**config.mk**
```make
export PLATFORM = sky130hd
export DESIGN_NAME = if_fetch_stage
export DESIGN_NICKNAME = d
export VERILOG_FILES = /design/src/rtl/if_fetch_stage_pkg.sv /design/src/rtl/if_fetch_stage_if_id_reg.sv /design/src/rtl/if_fetch_stage.sv
export SDC_FILE = /design/constraint.sdc
export NUM_CORES = 1
export LEC_CHECK = 0
export BUFFER_PORTS_ARGS = -buffer_cell sky130_fd_sc_hd__buf_4
export CAP_MARGIN = 20
export CORE_ASPECT_RATIO = 0.75
export CORE_UTILIZATION = 45
export CTS_CLUSTER_SIZE = 25
export DETAILED_ROUTE_END_ITERATION = 8
export GPL_TIMING_DRIVEN = 0
export PLACE_DENSITY = 0.74
export SYNTH_ARGS = -nofsm -noshare
export SYNTH_HDL_FRONTEND = slang
export SYNTH_SLANG_ARGS = --single-unit
```
**constraint.sdc**
```tcl
create_clock -name clk -period 4.9 [get_ports clk]
set_clock_uncertainty 0.15 [all_clocks]
set_input_delay 0.735 -clock clk [delete_from_list [all_inputs] [get_ports clk]]
set_output_delay 0.735 -clock clk [all_outputs]
set_load 0.05 [all_outputs]
```
**src/rtl/if_fetch_stage_pkg.sv**
```systemverilog
// Shared CPU definitions used by the fetch stage and its IF/ID register.
package if_fetch_stage_pkg;

  localparam int PC_W    = 12;
  localparam int INSTR_W = 16;
  localparam int OP_W    = 4;
  localparam int CNT_W   = 16;

  localparam logic [INSTR_W-1:0] NOP_INSTR       = 16'h0000;
  localparam logic [OP_W-1:0]    HALT_OP_DEFAULT = 4'b1111;

  // Fetch FSM: RUN fetches one instruction per cycle, HALT stops fetching.
  typedef enum logic {
    ST_RUN  = 1'b0,
    ST_HALT = 1'b1
  } fetch_state_t;

endpackage

```
**src/rtl/if_fetch_stage_if_id_reg.sv**
```systemverilog
// IF/ID pipeline register. A bubble (NOP, pc 0, invalid) takes priority
// over load; with neither asserted the contents are held.
module if_id_reg
  import if_fetch_stage_pkg::*;
(
  input  logic               clk,
  input  logic               rst_n,
  input  logic               load,
  input  logic               bubble,
  input  logic [INSTR_W-1:0] instr_in,
  input  logic [PC_W-1:0]    pc_in,
  output logic [INSTR_W-1:0] instr,
  output logic [PC_W-1:0]    pc,
  output logic               valid
);

  // Register update: reset/bubble clears, load captures, otherwise hold.
  always_ff @(posedge clk or negedge rst_n) begin
    if (!rst_n) begin
      instr <= NOP_INSTR;
      pc    <= '0;
      valid <= 1'b0;
    end else if (bubble) begin
      instr <= NOP_INSTR;
      pc    <= '0;
      valid <= 1'b0;
    end else if (load) begin
      instr <= instr_in;
      pc    <= pc_in;
      valid <= 1'b1;
    end
  end

endmodule

```
**src/rtl/if_fetch_stage.sv**
```systemverilog
// Instruction fetch stage: PC register, RUN/HALT fetch FSM, accepted
// instruction counter and the IF/ID register. Memory is combinational,
// so the word at imem_addr arrives in the same cycle it is addressed.
// Per-cycle priority: br_taken > flush > stall > normal advance.
module if_fetch_stage
  import if_fetch_stage_pkg::*;
#(
  parameter logic [PC_W-1:0] RESET_PC = 12'h000,
  parameter logic [OP_W-1:0] HALT_OP  = HALT_OP_DEFAULT
) (
  input  logic               clk,
  input  logic               rst_n,
  output logic [PC_W-1:0]    imem_addr,
  input  logic [INSTR_W-1:0] imem_data,
  input  logic               stall,
  input  logic               flush,
  input  logic               br_taken,
  input  logic [PC_W-1:0]    br_target,
  output logic [INSTR_W-1:0] if_id_instr,
  output logic [PC_W-1:0]    if_id_pc,
  output logic               if_id_valid,
  output logic               halted,
  output logic [CNT_W-1:0]   fetch_cnt
);

  fetch_state_t      state, state_next;
  logic [PC_W-1:0]   pc, pc_next;
  logic              ld, bub, cnt_inc;

  // State, PC and counter registers.
  always_ff @(posedge clk or negedge rst_n) begin
    if (!rst_n) begin
      state     <= ST_RUN;
      pc        <= RESET_PC;
      fetch_cnt <= '0;
    end else begin
      state <= state_next;
      pc    <= pc_next;
      if (cnt_inc) fetch_cnt <= fetch_cnt + CNT_W'(1);
    end
  end

  // Next-state, next-PC and IF/ID control decode.
  always_comb begin
    state_next = state;
    pc_next    = pc;
    ld         = 1'b0;
    bub        = 1'b0;
    cnt_inc    = 1'b0;
    if (br_taken) begin
      // Redirect wins over everything and restarts fetch from HALT.
      pc_next    = br_target;
      bub        = 1'b1;
      state_next = ST_RUN;
    end else if (flush) begin
      // Squash IF/ID; PC still advances unless stalled or halted.
      bub = 1'b1;
      if (!stall && state == ST_RUN) pc_next = pc + PC_W'(1);
    end else if (stall) begin
      // Everything holds.
      pc_next = pc;
    end else if (state == ST_RUN) begin
      pc_next = pc + PC_W'(1);
      ld      = 1'b1;
      cnt_inc = 1'b1;
      if (imem_data[INSTR_W-1 -: OP_W] == HALT_OP) state_next = ST_HALT;
    end else begin
      // HALT: decode consumed the held entry, replace it with a bubble.
      bub = 1'b1;
    end
  end

  assign imem_addr = pc;
  assign halted    = (state == ST_HALT);

  if_id_reg u_if_id_reg (
    .clk      (clk),
    .rst_n    (rst_n),
    .load     (ld),
    .bubble   (bub),
    .instr_in (imem_data),
    .pc_in    (pc),
    .instr    (if_id_instr),
    .pc       (if_id_pc),
    .valid    (if_id_valid)
  );

endmodule

```
Word level (Yosys, flattened, before mapping)
Index checks and enable logic that the tools add are counted.
Word-level totals
  output and inout port bits: 58
  word-level logic and storage cells: 44
  input port bits: 33
  register bits after elaboration: 58
Cells by class
  bitwise operators: 1
  $add $sub $neg: 2
  equal/unequal tests: 6
  muxes and demuxes: 24
  reductions and logical operators: 5
Operators by type and width (count)
  $mux 12: 7
  $mux 16: 2
  $add 16x1->16 const B: 1
  $mux 1: 15
  $add 12x1->12 const B: 1
  $ne 3x1->1 const B: 2
  $eq 4x4->1 const B: 1
  $ne 2x1->1 const B: 2
  $ne 3x3->1 const B: 1
  $reduce_and 3->1: 1
  $reduce_and 2->1: 1
  $reduce_bool 2->1: 1
  $logic_and 1x1->1: 1
  $logic_not 1->1: 1
  $not 1->1: 1

Logic depth before layout (Yosys ltp)
Gate-level depths: netlist of the first run.
  depth after elaboration: 6
  mapped depth: 5
  mapped depth without buffers: 5

Modules after synthesis
A second synthesis of the first run with hierarchy kept.
Unflattened totals
  cells, all modules: 230
  area total of the unflattened synthesis: 2587.5 µm²
By module, submodules not included
  if_fetch_stage: seq. area each 725.7 µm², area each 1421.4 µm², instances 1, cells each 137
  if_id_reg: seq. area each 725.7 µm², area each 1166.1 µm², instances 1, cells each 93

Worst setup path before layout of the first run
Ideal clock, no wire load.
  kind: input-to-reg
  from: in br_taken
  to: reg fetch_cnt[9]
  arrival: 1884 ps
  data required time: 4668 ps
  buffers on the path: 1
  library setup time: 82 ps
  stages on the path: 5
  slack: 2784 ps
  cells stage by stage: buf_2 -> nor4_4 -> nand4_2 -> nor3_1 -> xor2_1
Between the ends
  cells in the longest elaborated chain, start to end: 1
Ends and longest elaborated chain
  start, declared: line if_fetch_stage.sv:17  | input logic br_taken,
  $mux 1: line if_fetch_stage.sv:50  | if (br_taken) begin
  end signal, assigned: line if_fetch_stage.sv:39  | if (cnt_inc) fetch_cnt <= fetch_cnt + CNT_W'(1);
  end, declared: line if_fetch_stage.sv:23  | output logic [CNT_W-1:0] fetch_cnt
No other way between the ends.
A chain may end at the register's enable or synchronous reset.

Worst setup path after layout of the first run
  from: in br_taken
  to: reg u_if_id_reg.pc[8]
Between the ends
  cells in the longest elaborated chain, start to end: 2
  elaborated cells on any way between the ends: 4
  those cells by class: mux (3); reduce/logical (1)
Ends and longest elaborated chain
  $mux 1: line if_fetch_stage.sv:50
  $mux 12 / $reduce_bool 2->1 (equally long branches)
  end signal, assigned: line if_fetch_stage_if_id_reg.sv:29  | pc <= pc_in;
  end, declared: line if_fetch_stage_if_id_reg.sv:13  | output logic [PC_W-1:0] pc,
Parallel ways exist; a longest one is shown, timed or not.

==> results of run 1 <==
## layout make-up
class | instances | share of cell area
Sequential cell | 58 | 0.430
Multi-Input combinational cell | 127 | 0.279
Clock buffer | 12 | 0.0460
Inverter | 3 | 0.00334
Clock inverter | 3 | 0.00445
Tap cell | 72 | 0.0267
Timing Repair Buffer | 89 | 0.198
Buffer | 10 | 0.0122
## flip-flops by register name, indices dropped and copies added, names as in the netlist
signal / flops
u_if_id_reg.valid: 1
fetch_cnt: 16
u_if_id_reg.pc: 12
u_if_id_reg.instr: 16
imem_addr: 12
halted: 1
## layer usage
layer	routed length, um	track usage
met5	0	0
met4	44	0.0799
met3	463	0.0712
met2	2420	0.315
met1	2760	0.290
## worst max path at each step
stage / start / to / slack [ps]
after detailed placement: br_taken / u_if_id_reg.pc[6] / 2570
after CTS: br_taken / fetch_cnt[15] / 2930
after floorplan: br_taken / fetch_cnt[9] / 2780
after global placement: br_taken / fetch_cnt[11] / 2590
final: br_taken / u_if_id_reg.pc[8] / 2920
after global routing: fetch_cnt[0] / fetch_cnt[14] / 2790
## logic make-up (layout without fill, tap and decap cells)
family	after synthesis	in the layout	share of synthesized area
AO/OA/AOI/OAI	39	39	0.124
adder cells (fa/ha/maj)	2	2	0.0102
AND/OR/NAND/NOR	56	56	0.139
buffers and inverters	13	117	0.0215
multiplexers	4	4	0.0179
XOR/XNOR	26	26	0.0932
flip-flops	58	58	0.594
## where the power goes
part,switching [mW],leakage [nW],internal (mW)
Sequential,0.0488,0.761,0.516
Combinational,0.196,0.829,0.102
Clock,0.176,0.0920,0.206
## cells in the mapped netlist (all sizes together)
library cell,n
ha,2
nor3b,2
xnor2,12
o21ai,10
nor3,5
nor4bb,1
clkbuf,6
nor4,2
a21o,1
and2,1
inv,3
xor2,14
and4,4
nand2,19
nand4,10
a22o,28
buf,4
mux2,3
and3,1
nand3,4
nor2,5
dfrtp,58
and4bb,2
mux2i,1
## placed cells by master, fill, tap and decap left out
| cell | n |
|---|---|
| sky130_fd_sc_hd__xnor2_1 | 12 |
| sky130_fd_sc_hd__nand2_1 | 19 |
| sky130_fd_sc_hd__buf_2 | 3 |
| sky130_fd_sc_hd__nor3b_1 | 1 |
| sky130_fd_sc_hd__clkbuf_1 | 7 |
| sky130_fd_sc_hd__and4_1 | 4 |
| sky130_fd_sc_hd__buf_1 | 1 |
| sky130_fd_sc_hd__nand4_2 | 1 |
| sky130_fd_sc_hd__inv_1 | 3 |
| sky130_fd_sc_hd__nor4bb_1 | 1 |
| sky130_fd_sc_hd__nor4_4 | 1 |
| sky130_fd_sc_hd__nand3_1 | 4 |
| sky130_fd_sc_hd__a21o_1 | 1 |
| sky130_fd_sc_hd__o21ai_0 | 10 |
| sky130_fd_sc_hd__nor2_1 | 5 |
| sky130_fd_sc_hd__nand4_1 | 9 |
| sky130_fd_sc_hd__and4bb_2 | 2 |
| sky130_fd_sc_hd__and2_1 | 1 |
| sky130_fd_sc_hd__and3_1 | 1 |
| sky130_fd_sc_hd__ha_1 | 2 |
| sky130_fd_sc_hd__clkbuf_8 | 11 |
| sky130_fd_sc_hd__buf_4 | 89 |
| sky130_fd_sc_hd__mux2_2 | 3 |
| sky130_fd_sc_hd__nor4_2 | 1 |
| sky130_fd_sc_hd__clkinv_2 | 3 |
| sky130_fd_sc_hd__mux2i_1 | 1 |
| sky130_fd_sc_hd__a22o_1 | 28 |
| sky130_fd_sc_hd__dfrtp_1 | 58 |
| sky130_fd_sc_hd__xor2_1 | 14 |
| sky130_fd_sc_hd__nor3b_2 | 1 |
| sky130_fd_sc_hd__nor3_1 | 5 |
==> tab_implementation.tex, run 1 <==
\begin{tabular}{lr}
\hline
Metric & Value \\
\hline
\multicolumn{2}{l}{\textbf{Status}} \\
\quad Run status & complete, no violations \\
\multicolumn{2}{l}{\textbf{Worst setup path}} \\
\quad Max Fanout on Critical Path & 10 \\
\quad Total number of cells along the worst setup path & 5 \\
\quad Maximum cell stage delay along the critical path & 450 ps \\
\quad Setup slack, reg-to-reg & 3050 ps \\
\quad Depth of the most critical reg-to-reg path & 5 \\
\quad Endpoint of the worst register-to-register path & fetch\_cnt[14] \\
\quad Top cell by count, worst path & sky130\_fd\_sc\_hd\_\_buf\_2 \\
\quad CP cell instances & buf\_2 -> nor3b\_1 -> buf\_2 -> buf\_1 -> a22o\_1 \\
\quad Category of cells accounting for the largest share of critical-path delay & buffers and inverters \\
\quad Kind of end point of the critical path & flip-flop \\
\quad Critical path's slowest cell & sky130\_fd\_sc\_hd\_\_buf\_1 \\
\quad Critical Path Start Type & input pin \\
\quad Required time at the worst-slack endpoint & 5020 ps \\
\quad Reg-to-reg critical path startpoint & fetch\_cnt[0] \\
\quad Worst path arrival time & 2100 ps \\
\quad Kind of critical path & input pin to flip-flop \\
\quad Buffers and inverters on the worst path & 3 \\
\multicolumn{2}{l}{\textbf{Placement}} \\
\quad Routability congestion estimate from global placement & 0.753 \\
\quad Placed standard-cell area & 3200 um\^{}2 \\
\quad DP HPWL & 4.03 mm \\
\quad Worst setup slack before clock tree synthesis & 2570 ps \\
\quad Placed cells & 359 \\
\quad Count of buffers inserted at the top-level ports & 89 \\
\multicolumn{2}{l}{\textbf{STA}} \\
\quad Final hold violation count & 0 \\
\quad Final worst path period need & 1980 ps \\
\quad Worst slew margin relative to its limit & 0.528 \\
\quad Fin worst setup slack & 2920 ps \\
\quad Final sum of negative setup slack & 0 ps \\
\quad Fmax & 0.506 GHz \\
\quad Worst hold slack across all endpoints & 313 ps \\
\quad Worst-Margin Slew & 707 ps \\
\quad Number of setup violations in the final report & 0 \\
\quad Ratio of final minimum period to clock period & 0.403 \\
\quad RSZ-0062 raised after global routing & false \\
\quad Count of pins over their slew limit & 0 \\
\multicolumn{2}{l}{\textbf{Synth}} \\
\quad Synthesis Warnings & 0 \\
\quad Synthesized area divided by synthesized cell count & 12.3 um\^{}2 \\
\quad Proportion of synthesized chip area in sequential cells & 0.594 \\
\quad Post-synth top area share & 0.594 \\
\quad FF+latch count, synth & 58 \\
\quad Top cells by area, synth & sky130\_fd\_sc\_hd\_\_dfrtp\_1 (59\%), sky130\_fd\_sc\_hd\_\_a22o\_1 (10\%), sky130\_fd\_sc\_hd\_\_xor2\_1 (5.0\%) \\
\quad Unique masters post-synth & 28 \\
\quad Cell accounting for the most synthesized area & sky130\_fd\_sc\_hd\_\_dfrtp\_1 \\
\quad Count of mapped cells out of synthesis & 198 \\
\quad Cell area after synthesis & 2440 um\^{}2 \\
\quad Syn nets & 233 \\
\multicolumn{2}{l}{\textbf{Global routing}} \\
\quad Maximum number of pins on one net before global-route repair & 59 \\
\quad All-layer global routing usage & 0.212 \\
\quad Vias in the first global route & 1863 \\
\quad Number of antenna violations at the first check in global routing & 0 \\
\quad Overall overflow remaining after global route & 0 \\
\quad First-pass GRT wire length & 9.05 mm \\
\multicolumn{2}{l}{\textbf{Clock tree}} \\
\quad Clock buffers created by TritonCTS & 9 \\
\quad Post-CTS clock slew at the launch and capture registers of the worst setup and hold paths & 60 ps \\
\quad Clock Path Buffers & 2 \\
\quad Number of sinks handled by clock tree synthesis & 58 \\
\quad Clock latency at the later pin of the worst-skew pair & 330 ps \\
\quad Clock tree from TritonCTS & built \\
\quad Root cell of the clock tree & sky130\_fd\_sc\_hd\_\_clkbuf\_8 \\
\quad Htree depth & 3 \\
\quad Post-CTS sizing & 0 \\
\quad CTS hold repair buffers & 0 \\
\quad Setup Buffers After CTS & 0 \\
\multicolumn{2}{l}{\textbf{Power}} \\
\quad Max rail drop VDD & 0.000192 V \\
\quad Power density over the cells & 369 nW/um\^{}2 \\
\quad Total chip power & 1.24 mW \\
\quad Lkg Pwr & 1.68 nW \\
\multicolumn{2}{l}{\textbf{Finish}} \\
\quad Area of the multi-input gates & 940 um\^{}2 \\
\quad Final \#Nets & 333 \\
\quad Fill cells & 432 \\
\quad Layout Area Growth over Synthesis & 38.0\% \\
\quad Final non-filler cell area & 3370 um\^{}2 \\
\quad Count of non-filler cells in the finished layout & 374 \\
\quad Area taken by flip-flops and latches & 1450 um\^{}2 \\
\quad Ratio of cells with drive above 1 in the final layout & 0.381 \\
\quad Core occupancy in the finished layout & 0.666 \\
\quad Number of antenna diodes & 0 \\
\multicolumn{2}{l}{\textbf{Routing}} \\
\quad \# DRC & 0 \\
\quad Post-DR vias/cell & 5.20 \\
\quad Iteration count of the initial detailed-routing pass & 4 \\
\quad Initial DRC Count & 85 \\
\quad Routed length per instance & 15.2 um \\
\quad Antenna-violating nets left & 0 \\
\quad Detailed-route via count & 1943 \\
\quad Final routed wirelength across all metal layers & 5.69 mm \\
\multicolumn{2}{l}{\textbf{Floorplan}} \\
\quad Die width & 87.1 um \\
\quad Placement Rows & 22 \\
\quad Floorplan die area & 5730 um\^{}2 \\
\quad Number of I/O pins & 91 \\
\quad Die Ht & 65.8 um \\
\quad Core area & 5060 um\^{}2 \\
\quad Initial Util & 0.482 \\
\multicolumn{2}{l}{\textbf{Flow run}} \\
\quad Maxcap violations & 0 \\
\multicolumn{2}{l}{\textbf{Min path}} \\
\quad Path category of the worst min-delay check & input pin to async pin \\
\hline
\end{tabular}
Note: power is estimated with default switching activity, not from simulation.
==> inputs of run 2 (changes only) <==
--- a/config.mk
+++ b/config.mk
@@ -5,6 +5,7 @@
 export SDC_FILE = /design/constraint.sdc
 export NUM_CORES = 1
 export LEC_CHECK = 0
+export ABC_AREA = 1
 export BUFFER_PORTS_ARGS = -buffer_cell sky130_fd_sc_hd__buf_4
 export CAP_MARGIN = 20
 export CORE_ASPECT_RATIO = 0.75
@@ -12,7 +13,7 @@
 export CTS_CLUSTER_SIZE = 25
 export DETAILED_ROUTE_END_ITERATION = 8
 export GPL_TIMING_DRIVEN = 0
-export PLACE_DENSITY = 0.74
+export PLACE_DENSITY = 0.75
 export SYNTH_ARGS = -nofsm -noshare
 export SYNTH_HDL_FRONTEND = slang
 export SYNTH_SLANG_ARGS = --single-unit
==> constraint.sdc (replaced) <==
create_clock -name clk -period 1.7 [get_ports clk]
set_clock_uncertainty 0.15 [all_clocks]
set_input_delay 0.255 -clock clk [delete_from_list [all_inputs] [get_ports clk]]
set_output_delay 0.255 -clock clk [all_outputs]
set_load 0.05 [all_outputs]
==> tab_implementation.tex, run 2 <==
\begin{tabular}{lr}
\hline
Metric & Value \\
\hline
\multicolumn{2}{l}{\textbf{Synth}} \\
\quad Commonest cells in the netlist & sky130\_fd\_sc\_hd\_\_nand2\_1 (91), sky130\_fd\_sc\_hd\_\_dfrtp\_1 (58), sky130\_fd\_sc\_hd\_\_nor2\_1 (32) \\
\quad Count of mapped cells out of synthesis & 332 \\
\quad Most used standard cell by instance count after synthesis & sky130\_fd\_sc\_hd\_\_nand2\_1 \\
\quad Cell accounting for the most synthesized area & sky130\_fd\_sc\_hd\_\_dfrtp\_1 \\
\quad Top cells by area, synth & sky130\_fd\_sc\_hd\_\_dfrtp\_1 (51\%), sky130\_fd\_sc\_hd\_\_nand2\_1 (12\%), sky130\_fd\_sc\_hd\_\_a32o\_1 (6.0\%) \\
\quad Unique masters post-synth & 27 \\
\quad Cell area after synthesis & 2840 um\^{}2 \\
\quad Synthesis Warnings & 0 \\
\quad Syn nets & 367 \\
\quad Proportion of synthesized chip area in sequential cells & 0.512 \\
\quad Prevailing post-synth register cell & sky130\_fd\_sc\_hd\_\_dfrtp\_1 \\
\quad Post-synth top area share & 0.512 \\
\quad FF+latch count, synth & 58 \\
\quad Synthesized area divided by synthesized cell count & 8.54 um\^{}2 \\
\quad Fraction of registers with async set or reset after synthesis & 1.00 \\
\quad Post-synth EDFFs & 0 \\
\multicolumn{2}{l}{\textbf{Finish}} \\
\quad Largest registers ranked by flip-flop count & fetch\_cnt: 16 flops, u\_if\_id\_reg.instr: 16 flops \\
\quad Final \#Nets & 485 \\
\quad Layout Area Growth over Synthesis & 42.1\% \\
\quad Highest-count cells in the layout ignoring fill and taps & sky130\_fd\_sc\_hd\_\_buf\_4 (91), sky130\_fd\_sc\_hd\_\_nand2\_1 (91), sky130\_fd\_sc\_hd\_\_dfrtp\_1 (53), sky130\_fd\_sc\_hd\_\_nor2\_1 (31), sky130\_fd\_sc\_hd\_\_inv\_1 (30) \\
\quad Count of non-filler cells in the finished layout & 533 \\
\quad Number of antenna diodes & 0 \\
\quad Ratio of cells with drive above 1 in the final layout & 0.281 \\
\multicolumn{2}{l}{\textbf{Routing}} \\
\quad Initial DRC Count & 126 \\
\quad Antenna-violating nets left & 0 \\
\quad Detailed-route via count & 2762 \\
\quad \# DRC & 0 \\
\quad Post-DR vias/cell & 5.18 \\
\quad Routed length per instance & 14.2 um \\
\quad Iteration count of the initial detailed-routing pass & 5 \\
\quad Final routed wirelength across all metal layers & 7.55 mm \\
\multicolumn{2}{l}{\textbf{Placement}} \\
\quad Count of buffers inserted at the top-level ports & 89 \\
\quad DP HPWL & 5.38 mm \\
\quad Placed cells & 499 \\
\quad Routability congestion estimate from global placement & 0.875 \\
\multicolumn{2}{l}{\textbf{Power}} \\
\quad Power density over the cells & 1100 nW/um\^{}2 \\
\quad Max rail drop VDD & 0.000562 V \\
\quad Lkg Pwr & 2.02 nW \\
\quad Total chip power & 4.44 mW \\
\multicolumn{2}{l}{\textbf{Clock tree}} \\
\quad Clock latency at the later pin of the worst-skew pair & 330 ps \\
\quad Clock Path Buffers & 2 \\
\quad Clock buffers created by TritonCTS & 9 \\
\quad Root cell of the clock tree & sky130\_fd\_sc\_hd\_\_clkbuf\_8 \\
\quad Clock tree from TritonCTS & built \\
\quad Post-CTS clock slew at the launch and capture registers of the worst setup and hold paths & 70 ps \\
\quad Htree depth & 3 \\
\quad Number of sinks handled by clock tree synthesis & 58 \\
\multicolumn{2}{l}{\textbf{STA}} \\
\quad Number of setup violations in the final report & 0 \\
\quad Final worst path period need & 1560 ps \\
\quad Ratio of final minimum period to clock period & 0.917 \\
\quad Worst hold slack across all endpoints & 10.6 ps \\
\quad Final sum of negative setup slack & 0 ps \\
\quad Fmax & 0.641 GHz \\
\quad Count of pins over their slew limit & 0 \\
\quad RSZ-0062 raised after global routing & false \\
\quad Worst-Margin Slew & 726 ps \\
\quad Worst slew margin relative to its limit & 0.516 \\
\quad Final hold violation count & 0 \\
\multicolumn{2}{l}{\textbf{Floorplan}} \\
\quad Floorplan die area & 6630 um\^{}2 \\
\quad Initial Util & 0.477 \\
\quad Core area & 5950 um\^{}2 \\
\quad Number of I/O pins & 91 \\
\quad Die Ht & 70.8 um \\
\quad Die width & 93.7 um \\
\quad Placement Rows & 24 \\
\multicolumn{2}{l}{\textbf{Min path}} \\
\quad Path category of the worst min-delay check & input pin to flip-flop \\
\quad Number of cells on the worst hold path & 2 \\
\multicolumn{2}{l}{\textbf{Worst setup path}} \\
\quad Worst path arrival time & 1670 ps \\
\quad Max Fanout on Critical Path & 7 \\
\quad Critical path destination & imem\_addr[6] \\
\quad Critical Path Start Type & flip-flop \\
\quad Kind of critical path & flip-flop to flip-flop \\
\quad Endpoint of the worst register-to-register path & imem\_addr[6] \\
\quad Depth of the most critical reg-to-reg path & 5 \\
\quad Required time at the worst-slack endpoint & 1810 ps \\
\quad Setup slack, reg-to-reg & 140 ps \\
\quad Kind of end point of the critical path & flip-flop \\
\quad Critical path origin & halted \\
\quad Reg-to-reg critical path startpoint & halted \\
\multicolumn{2}{l}{\textbf{Global routing}} \\
\quad Vias in the first global route & 2715 \\
\quad Maximum number of pins on one net before global-route repair & 59 \\
\quad Number of antenna violations at the first check in global routing & 0 \\
\quad First-pass GRT wire length & 12.4 mm \\
\quad Overall overflow remaining after global route & 0 \\
\quad All-layer global routing usage & 0.243 \\
\multicolumn{2}{l}{\textbf{Status}} \\
\quad Run status & complete, no violations \\
\multicolumn{2}{l}{\textbf{Flow run}} \\
\quad Maxcap violations & 0 \\
\hline
\end{tabular}
run 2: cell count changes in the layout (fill, tap and decap cells not counted), sizes merged, moves of 5 or more:
cell         previous run  this run
nor2                    5        37
o21ai                  10        22
inv                     3        30
dlygate4sd3             0        17
a22o                   28         0
nand2                  19        92
a32o                    0        17
nand3                   4        28
xor2                   14         9
buf                    93        98
xnor2                  12         3
run 2: how the worst min path moves through the flow:
stage                        from                    end  slack (ps)
floorplan                   rst_n           fetch_cnt[0]        -190
global placement            rst_n      u_if_id_reg.pc[6]         220
detailed placement          rst_n      u_if_id_reg.pc[6]         220
CTS                 imem_data[14]  u_if_id_reg.instr[14]           2
global route        imem_data[14]  u_if_id_reg.instr[14]           5
finish              imem_data[14]  u_if_id_reg.instr[14]          10
run 2: final cells by class:
class                      count  area (um^2)
fill                         499         1910
sequential                    58         1460
multi-input combinational    231         1210
timing repair buffer         107          846
clock buffer                  12          165
inverter                      30          113
tap                           78         97.6
clock inverter                 4         72.6
buffer                        13         67.6
run 2: worst max-delay path: stages, from the launching register on:
cell,delay (ps)
sky130_fd_sc_hd__dfrtp_2,400
sky130_fd_sc_hd__nor2_4,60
sky130_fd_sc_hd__nor2_2,250
sky130_fd_sc_hd__inv_1,200
sky130_fd_sc_hd__o21ai_0,270
sky130_fd_sc_hd__o21bai_1,150
run 2: cells by family (layout without fill, tap and decap cells):
| family | after synthesis | after routing | synth area share |
|---|---|---|---|
| compound gates | 47 | 47 | 0.118 |
| buf+inv | 43 | 166 | 0.0635 |
| fa+ha+maj | 2 | 2 | 0.00882 |
| xor+xnor | 12 | 12 | 0.0371 |
| simple gates | 170 | 170 | 0.261 |
| flops | 58 | 58 | 0.512 |
run 2: per-layer routing:
layer  GRT usage  wire length (um)  share of wire
met1       0.314              3470           0.46
met2       0.391              3530           0.47
met3      0.0839               473          0.063
met4      0.0684                71         0.0094
met5           0                 0              0
run 2: stage by stage:
step / cell area (um^2) / util / setup WS, ps
floorplan: 2840 / - / 1.60
global placement: 3610 / 0.607 / 87.3
detailed placement: 3610 / 0.607 / 77.4
CTS: 4010 / 0.674 / 52.2
global route: 4030 / 0.678 / 20.6
finish: 4030 / 0.678 / 141
run 2: report_power, final:
part           total [mW]  switching [mW]  internal, mW
logic                1.25           0.857         0.390
clock network        1.49           0.551         0.943
registers            1.69           0.171          1.52
run 2: what timing repair did:
item                       CTS  global route
hold endpoints to repair    73             1
resized for setup            0             2
setup endpoints to repair    0            14
hold buffers                16             1
setup buffers                0             1
==> inputs of run 3 (changes only) <==
--- a/config.mk
+++ b/config.mk
@@ -9,11 +9,11 @@
 export BUFFER_PORTS_ARGS = -buffer_cell sky130_fd_sc_hd__buf_4
 export CAP_MARGIN = 20
 export CORE_ASPECT_RATIO = 0.75
-export CORE_UTILIZATION = 45
+export CORE_UTILIZATION = 46
 export CTS_CLUSTER_SIZE = 25
 export DETAILED_ROUTE_END_ITERATION = 8
 export GPL_TIMING_DRIVEN = 0
-export PLACE_DENSITY = 0.75
+export PLACE_DENSITY = 0.76
 export SYNTH_ARGS = -nofsm -noshare
 export SYNTH_HDL_FRONTEND = slang
 export SYNTH_SLANG_ARGS = --single-unit
==> tab_implementation.tex, run 3 (same netlist as run 2, synthesis figures left out) <==
\begin{tabular}{lr}
\hline
Metric & Value \\
\hline
\multicolumn{2}{l}{\textbf{Status}} \\
\quad Run status & complete, no violations \\
\multicolumn{2}{l}{\textbf{Floorplan}} \\
\quad Die width & 92.7 um \\
\quad Die Ht & 70.0 um \\
\quad Core area & 5890 um\^{}2 \\
\quad Number of I/O pins & 91 \\
\quad Initial Util & 0.482 \\
\quad Placement Rows & 24 \\
\quad Floorplan die area & 6490 um\^{}2 \\
\multicolumn{2}{l}{\textbf{Worst setup path}} \\
\quad Max Fanout on Critical Path & 7 \\
\quad Critical path's slowest cell & sky130\_fd\_sc\_hd\_\_dfrtp\_2 \\
\quad Critical Path Start Type & flip-flop \\
\quad Kind of critical path & flip-flop to flip-flop \\
\quad CP cell instances & nor2\_4 -> buf\_4 -> nor2\_2 -> inv\_1 -> o21ai\_0 -> o21bai\_1 \\
\quad Category of cells accounting for the largest share of critical-path delay & flip-flops \\
\quad Maximum cell stage delay along the critical path & 400 ps \\
\quad Worst path arrival time & 1680 ps \\
\quad Required time at the worst-slack endpoint & 1800 ps \\
\quad Kind of end point of the critical path & flip-flop \\
\quad Buffers and inverters on the worst path & 2 \\
\multicolumn{2}{l}{\textbf{Finish}} \\
\quad Number of antenna diodes & 0 \\
\quad Final \#Nets & 488 \\
\quad Most common library cell in the layout ignoring fill and taps & sky130\_fd\_sc\_hd\_\_buf\_4 \\
\quad Largest registers ranked by flip-flop count & fetch\_cnt: 16 flops, u\_if\_id\_reg.instr: 16 flops \\
\quad Highest-count cells in the layout ignoring fill and taps & sky130\_fd\_sc\_hd\_\_buf\_4 (92), sky130\_fd\_sc\_hd\_\_nand2\_1 (91), sky130\_fd\_sc\_hd\_\_dfrtp\_1 (53), sky130\_fd\_sc\_hd\_\_inv\_1 (30), sky130\_fd\_sc\_hd\_\_nor2\_1 (30) \\
\quad Core occupancy in the finished layout & 0.681 \\
\quad Ratio of cells with drive above 1 in the final layout & 0.284 \\
\quad Layout Area Growth over Synthesis & 41.4\% \\
\multicolumn{2}{l}{\textbf{Clock tree}} \\
\quad Htree depth & 3 \\
\quad Clock buffers created by TritonCTS & 9 \\
\quad Clock Path Buffers & 2 \\
\quad Root cell of the clock tree & sky130\_fd\_sc\_hd\_\_clkbuf\_8 \\
\quad Clock tree from TritonCTS & built \\
\quad Number of sinks handled by clock tree synthesis & 58 \\
\quad Post-CTS clock slew at the launch and capture registers of the worst setup and hold paths & 70 ps \\
\quad Clock latency at the later pin of the worst-skew pair & 330 ps \\
\multicolumn{2}{l}{\textbf{Power}} \\
\quad Lkg Pwr & 2.01 nW \\
\quad Clock network fraction of total power & 0.280 \\
\quad Switching power total & 1.61 mW \\
\quad Part of the power in registers & 0.414 \\
\quad Max rail drop VDD & 0.000543 V \\
\quad Cell internal power dissipation & 2.48 mW \\
\quad Gate power share & 0.307 \\
\quad Fraction of power spent switching nets & 0.393 \\
\quad Power density over the cells & 1020 nW/um\^{}2 \\
\multicolumn{2}{l}{\textbf{Routing}} \\
\quad Initial DRC Count & 146 \\
\quad Iteration count of the initial detailed-routing pass & 5 \\
\quad \# DRC & 0 \\
\quad Final routed wirelength across all metal layers & 7.50 mm \\
\quad Detailed-route via count & 2769 \\
\quad Post-DR vias/cell & 5.17 \\
\quad Antenna-violating nets left & 0 \\
\quad Routed length per instance & 14.0 um \\
\multicolumn{2}{l}{\textbf{STA}} \\
\quad Worst-Margin Slew & 754 ps \\
\quad Final worst path period need & 1570 ps \\
\quad Count of pins over their slew limit & 0 \\
\quad Fmax & 0.635 GHz \\
\quad Worst slew margin relative to its limit & 0.497 \\
\quad Final hold violation count & 0 \\
\quad Ratio of final minimum period to clock period & 0.926 \\
\quad RSZ-0062 raised after global routing & true \\
\quad Final sum of negative setup slack & 0 ps \\
\quad Number of setup violations in the final report & 0 \\
\multicolumn{2}{l}{\textbf{Global routing}} \\
\quad All-layer global routing usage & 0.242 \\
\quad Maximum number of pins on one net before global-route repair & 59 \\
\quad First-pass GRT wire length & 12.2 mm \\
\quad Vias in the first global route & 2550 \\
\quad Number of antenna violations at the first check in global routing & 0 \\
\quad Overall overflow remaining after global route & 0 \\
\multicolumn{2}{l}{\textbf{Min path}} \\
\quad Path category of the worst min-delay check & input pin to flip-flop \\
\multicolumn{2}{l}{\textbf{Placement}} \\
\quad Count of buffers inserted at the top-level ports & 89 \\
\quad Routability congestion estimate from global placement & 0.856 \\
\quad DP HPWL & 5.22 mm \\
\multicolumn{2}{l}{\textbf{Flow run}} \\
\quad Maxcap violations & 0 \\
\hline
\end{tabular}
run 3: cell count changes in the layout (fill, tap and decap cells not counted), moves of 2 or more:
cell	before	now
sky130_fd_sc_hd__bufinv_16	2	0
sky130_fd_sc_hd__dlygate4sd3_1	17	19
sky130_fd_sc_hd__clkinv_4	0	2
sky130_fd_sc_hd__clkbuf_8	12	10
run 3: layout make-up:
cell class                      count  area (um^2)
Buffer                             13         67.6
Clock inverter                      6         42.5
Sequential cell                    58         1460
Timing Repair Buffer              110          873
Tap cell                           78         97.6
Inverter                           30          113
Fill cell                         525         1880
Clock buffer                       10          138
Multi-Input combinational cell    231         1220
run 3: per-layer routing:
metal / GRT usage / wire length, um / vias up
met1: 0.342 / 3470 / 1319
li1: - / - / 1350
met3: 0.0773 / 593 / 7
met2: 0.369 / 3410 / 93
met4: 0.0479 / 30 / 0
met5: 0 / 0 / -
run 3: worst paths after layout:
kind,to,from,slack (ps),cells past startpoint
max,imem_addr[6],halted,130,6
min,imem_addr[7],br_target[7],10,3
max reg2reg,imem_addr[6],halted,130,6
min reg2reg,u_if_id_reg.pc[4],u_if_id_reg.pc[4],370,2
max in group asynchronous,imem_addr[1],rst_n,480,2
min in group asynchronous,u_if_id_reg.pc[6],rst_n,370,2
run 3: timing repair:
action,4_1_cts,5_1_grt
pin swaps,0,1
hold buffers,19,0
endpoints found under the hold margin,76,0
gates resized for setup,1,3
endpoints found under the setup margin,1,11
setup buffers,0,2
run 3: tightest hold or removal path, cell delays in order:
cell,delay (ps)
sky130_fd_sc_hd__buf_4,80
sky130_fd_sc_hd__nand2_1,50
sky130_fd_sc_hd__nand3_1,70
run 3: power groups by stage:
stage	Sequential, mW	Combinational (mW)	Clock, mW
4_1_cts	1.69	1.25	1.16
3_3_place_gp	1.71	1.20	0
5_1_grt	1.71	1.34	1.23
2_1_floorplan	2.17	0.329	0
6_report	1.69	1.26	1.15
3_5_place_dp	1.72	1.21	0
run 3: stage by stage:
stage / setup slack (ps) / hold WS (ps) / power, mW / std cells / area (um^2)
global placement: 50.5 / 220 / 2.91 / 499 / 3610
floorplan: 1.60 / -191 / 2.50 / 332 / 2840
global route: -4.90 / 3.59 / 4.29 / 536 / 4010
finish: 126 / 13.8 / 4.09 / 536 / 4010
detailed placement: 25.8 / 226 / 2.92 / 499 / 3610
CTS: 81.2 / 2.11 / 4.10 / 534 / 3980
